--- src/rtl/fb_fill_arbiter.sv ---
// fb_fill_arbiter
// Owns the single framebuffer write port ({Y[5:0], X[6:0]} address, 8-bit color)
// and shares it between MCU single-pixel writes and a rectangle-fill engine.
// An MCU write always wins; the fill engine stalls its cursor for that cycle.
module fb_fill_arbiter #(
  parameter int XMAX = 79,
  parameter int YMAX = 59
) (
  input  logic        CLK,
  input  logic        RESET_N,
  input  logic        MCU_WE,
  input  logic [12:0] MCU_WA,
  input  logic [7:0]  MCU_WD,
  input  logic        FILL_START,
  input  logic        FILL_ABORT,
  input  logic [6:0]  X0,
  input  logic [6:0]  X1,
  input  logic [5:0]  Y0,
  input  logic [5:0]  Y1,
  input  logic [7:0]  FILL_COLOR,
  output logic [12:0] FB_WA,
  output logic [7:0]  FB_WD,
  output logic        FB_WE,
  output logic        BUSY,
  output logic        DONE,
  output logic        ERR
);

  localparam logic [6:0] X_LIM = 7'(XMAX);
  localparam logic [5:0] Y_LIM = 6'(YMAX);

  typedef enum logic [1:0] {
    S_IDLE,
    S_FILL,
    S_DONE
  } state_t;

  state_t     state;
  logic [6:0] cx, x0_q, x1_q;
  logic [5:0] cy, y0_q, y1_q;
  logic [7:0] color_q;

  logic [6:0] x0_c, x1_c;
  logic [5:0] y0_c, y1_c;
  logic       cmd_bad;

  // Clip the incoming rectangle to the visible area and flag empty rectangles.
  always_comb begin
    x0_c    = (X0 > X_LIM) ? X_LIM : X0;
    x1_c    = (X1 > X_LIM) ? X_LIM : X1;
    y0_c    = (Y0 > Y_LIM) ? Y_LIM : Y0;
    y1_c    = (Y1 > Y_LIM) ? Y_LIM : Y1;
    cmd_bad = (x0_c > x1_c) || (y0_c > y1_c);
  end

  // Port arbitration, command latch and raster cursor; every output is registered.
  always_ff @(posedge CLK or negedge RESET_N) begin
    if (!RESET_N) begin
      state   <= S_IDLE;
      cx      <= '0;
      cy      <= '0;
      x0_q    <= '0;
      x1_q    <= '0;
      y0_q    <= '0;
      y1_q    <= '0;
      color_q <= '0;
      FB_WA   <= '0;
      FB_WD   <= '0;
      FB_WE   <= 1'b0;
      BUSY    <= 1'b0;
      DONE    <= 1'b0;
      ERR     <= 1'b0;
    end else begin
      // NOTE: non-blocking assignments throughout; the pulse defaults below are
      // overridden later in the same block, and the last assignment wins.
      FB_WE <= 1'b0;
      DONE  <= 1'b0;
      ERR   <= 1'b0;

      // MCU writes are served in every state with one cycle of latency.
      if (MCU_WE) begin
        FB_WE <= 1'b1;
        FB_WA <= MCU_WA;
        FB_WD <= MCU_WD;
      end

      case (state)
        S_IDLE: begin
          if (FILL_START) begin
            if (cmd_bad) begin
              ERR <= 1'b1;
            end else begin
              x0_q    <= x0_c;
              x1_q    <= x1_c;
              y0_q    <= y0_c;
              y1_q    <= y1_c;
              color_q <= FILL_COLOR;
              cx      <= x0_c;
              cy      <= y0_c;
              BUSY    <= 1'b1;
              state   <= S_FILL;
            end
          end
        end

        S_FILL: begin
          if (FILL_ABORT) begin
            state <= S_DONE;
          end else if (!MCU_WE) begin
            FB_WE <= 1'b1;
            FB_WA <= {cy, cx};
            FB_WD <= color_q;
            if (cx == x1_q) begin
              cx <= x0_q;
              if (cy == y1_q) begin
                state <= S_DONE;
              end else begin
                cy <= cy + 6'd1;
              end
            end else begin
              cx <= cx + 7'd1;
            end
          end
        end

        S_DONE: begin
          DONE  <= 1'b1;
          BUSY  <= 1'b0;
          state <= S_IDLE;
        end

        default: begin
          state <= S_IDLE;
        end
      endcase
    end
  end

endmodule

--- config.mk ---
export PLATFORM = sky130hd
export DESIGN_NAME = fb_fill_arbiter
export DESIGN_NICKNAME = d
export VERILOG_FILES = /design/src/rtl/fb_fill_arbiter.sv
export SDC_FILE = /design/constraint.sdc
export NUM_CORES = 1
export LEC_CHECK = 0
export ABC_AREA = 1
export BUFFER_PORTS_ARGS = -buffer_cell sky130_fd_sc_hd__buf_2
export CELL_PAD_IN_SITES_DETAIL_PLACEMENT = 2
export CELL_PAD_IN_SITES_GLOBAL_PLACEMENT = 2
export CORE_ASPECT_RATIO = 1.25
export CORE_MARGIN = 5
export CORE_UTILIZATION = 30
export DETAILED_ROUTE_END_ITERATION = 8
export PLACE_DENSITY_LB_ADDON = 0.1
export REMOVE_ABC_BUFFERS = 1
export SYNTH_ARGS = -nofsm -noshare
export SYNTH_HDL_FRONTEND = slang
export SYNTH_SLANG_ARGS = --single-unit
--- constraint.sdc ---
create_clock -name CLK -period 2.5 [get_ports CLK]
set_input_delay 0.5 -clock CLK [delete_from_list [all_inputs] [get_ports CLK]]
set_output_delay 0.5 -clock CLK [all_outputs]
set_load 0.01 [all_outputs]
==> impl_metrics.toml <==
[layout]
area_delta_synth_final_pct = 29.4
drive_gt1_share_pct = 26.6
n_antenna_cell = 0
nets = 683
finish.utilization_pct = 39.3
final_cell_area_mm2 = 0.00498
fillers = 1499

[cts]
htreeDepth = 3
insertion_delay_ps = 330
clock_sinks = 68
numCtsBuffers = 9
cts.path.max_buffers = 2
clk_pin_slew_ps = 60
cts_hold_buf = 0
cts_tree = "built"
cts-root-buf = "clkbuf_16"

[sta]
post-route-period-util_pct = 88.5
rsz0062_at_grt = "false"
hold_slack_ps = 167
relSlewSlack_pct = 60.6
fin_crit_ps = 2210
tns_ps = 0
hold_viol_final = 0
final_max_slew_viol_count = 0
skew_ps = 6.50
setup_viol = 0
max_freq_mhz = 452
worstMarginPinSlew_ps = 590

[worst_setup_path]
setup.worst_path.start = "X1[5]"
critPathCaptureType = "flop"
worstPathRequired_ps = 2710
critPathArrivalTime_ps = 2420
r2r_slack_ps = 600
crit_fanout = 48
startpoint_type = "input pin"
reg2regPathDepth = 11
r2r_end = "cy[3]$_DFFE_PN0P_"
worstSetupPathType = "input pin to flop"
rr_startpoint = "state[1]$_DFFE_PN0P_"

[placement]
gp_congestion = 0.779
hpwl_um = 9820
numPortBuffers = 84
dpl_cell_area_mm2 = 0.00464

[die]
ios = 85
rows = 46
start_util_pct = 30.4
die_w_um = 111
die_height_um = 137
fp.dieArea_mm2 = 0.0152
coreArea_mm2 = 0.0127

[pwr]
p_leak_nw = 2.66
peakVddDrop_mv = 0.292
clock_power_share_pct = 26.3
p_per_area_mw_per_mm2 = 1100
p_sw_share_pct = 40.2
p_total_mw = 5.46
p_sw_mw = 2.19
power_frac_comb_pct = 38.7
seqPwrFrac_pct = 35.0
p_int_mw = 3.26

[route]
viasPerCell = 4.71
vias = 3676
routedWlPerCell_um = 16.3
totalWireLength_um = 12700
drt-pass1-iter-count = 4
drcViolationCount = 0
drtAntennaViolNets = 0
drt_iter0_markers = 101

[yosys]
netlist_instances = 501
synth_area_mm2 = 0.00385
ys_types = 33
synth_seq_cells = 68
avgSynthCellArea_um2 = 7.68
ys_warn_count = 0
synth-seq-area-share_pct = 44.2

[grt]
grt_max_degree = 49
grt-ovfl-total = 0
grt_pass1_vias = 4191
grt_pass1_wl_um = 21100
gr-usage-all-layers_pct = 17.5
antenna_found_initial = 0

[hold_path]
hp-class = "input pin to async pin"

[flow_run]
cap_violations = 0

[run_status]
status = "finished clean"
==> flip-flops by register name, indices dropped and copies added (netlist names) <==
name	count
BUSY	1
DONE	1
ERR	1
FB_WA	13
FB_WD	8
FB_WE	1
color_q	8
cx	7
cy	6
state	2
x0_q	7
x1_q	7
y1_q	6
==> metrics by stage <==
stage / worst slack, ps / instances
finish: 287 / 781
global route: 45.2 / 781
CTS: 157 / 781
detailed placement: -190 / 765
global placement: -39.3 / 765
floorplan: -629 / 484
==> cell usage in the layout (no fill, tap or decap) <==
cell type,count
nand3b_1,1
bufinv_16,2
nand4_1,5
dfrtp_1,68
nand2_2,2
nor2_2,2
nand3_2,1
a22o_1,1
inv_2,11
xor2_1,4
clkinv_2,2
a21oi_1,23
inv_4,2
xnor2_1,4
o22ai_1,20
nor3_1,2
buf_4,27
o21bai_1,1
nand2_4,4
mux2i_1,1
o21ai_2,3
buf_2,84
nand3_1,29
o21ai_1,16
nand2_1,149
nor2_8,2
clkbuf_8,3
ha_1,15
buf_12,2
nor2_1,44
o21bai_4,1
o21ai_0,14
clkbuf_16,9
inv_1,53
or2_2,2
nor2_4,4
==> cell type report <==
type / instances / area (um^2) / area share, %
clock buffers: 12 / 267 / 5.35
well taps: 168 / 210 / 4.22
flip-flops and latches: 68 / 1700 / 34.2
clock inverters: 4 / 70.1 / 1.41
repair buffers: 113 / 663 / 13.3
inverters: 66 / 253 / 5.08
multi-input cells: 350 / 1820 / 36.5
==> routing by layer <==
| layer | vias to the layer above | share of wire (%) | GRT usage (%) |
|---|---|---|---|
| met4 | 0 | 1.3 | 5.00 |
| met1 | 1777 | 44 | 20.8 |
| met3 | 12 | 4.0 | 4.02 |
| met5 | - | 0 | 0 |
| met2 | 73 | 50 | 31.7 |
| li1 | 1814 | - | - |
==> synthesized netlist by cell type (all sizes together) <==
master,instances,area (um^2)
a21oi,23,115
a22o,1,8.76
buf,8,43.8
clkbuf,9,33.8
dfrtp,68,1700
ha,15,188
inv,66,253
mux2i,1,10.0
nand2,155,617
nand3,30,155
nand3b,1,7.51
nand4,5,31.3
nor2,52,263
nor3,2,10.0
o21ai,33,176
o21bai,2,26.3
o22ai,20,125
or2,2,12.5
xnor2,4,35.0
xor2,4,35.0
==> timing repair <==
action / 4_1_cts / 5_1_grt
setup buffers: 0 / 0
endpoints found under the hold margin: 0 / 0
setup endpoints to repair: 0 / 24
resized for setup: 0 / 1
==> worst max-delay path: stages <==
cell     delay, ps
buf_2          100
o21ai_0        230
inv_1          150
nor2_1         160
ha_1           280
a21oi_1        150
nand2_1         70
nand2_1         60
nand2_1         50
nand2_1        110
nand4_1        160
buf_12         240
nand2_1         70
o21ai_0         80
==> power groups by stage <==
stage | logic (mW) | registers [mW] | clock network (mW)
3_3_place_gp | 2.02 | 1.90 | 0
2_1_floorplan | 1.40 | 1.86 | 0
5_1_grt | 2.40 | 1.97 | 1.52
3_5_place_dp | 2.12 | 1.92 | 0
6_report | 2.11 | 1.91 | 1.43
4_1_cts | 2.17 | 1.91 | 1.47
==> worst max-delay path by stage <==
stage / to / slack (ps) / cells after the start
after floorplan: x0_q[0]$_DFFE_PN0P_ / -630 / 12
after global placement: x1_q[4]$_DFFE_PN0P_ / -40 / 15
after CTS: cy[4]$_DFFE_PN0P_ / 160 / 17
final: x1_q[4]$_DFFE_PN0P_ / 290 / 14
after detailed placement: x1_q[4]$_DFFE_PN0P_ / -190 / 15
after global routing: cy[3]$_DFFE_PN0P_ / 50 / 17
==> kinds of logic after synthesis <==
kind of cell,Yosys count,synth area share (%)
AO/OA/AOI/OAI,79,11.7
XOR/XNOR,8,1.82
adder cells (fa/ha/maj),15,4.88
buffers and inverters,83,8.58
flip-flops,68,44.2
multiplexers,1,0.260
AND/OR/NAND/NOR,247,28.5
Note: power is estimated with default switching activity, not from simulation.
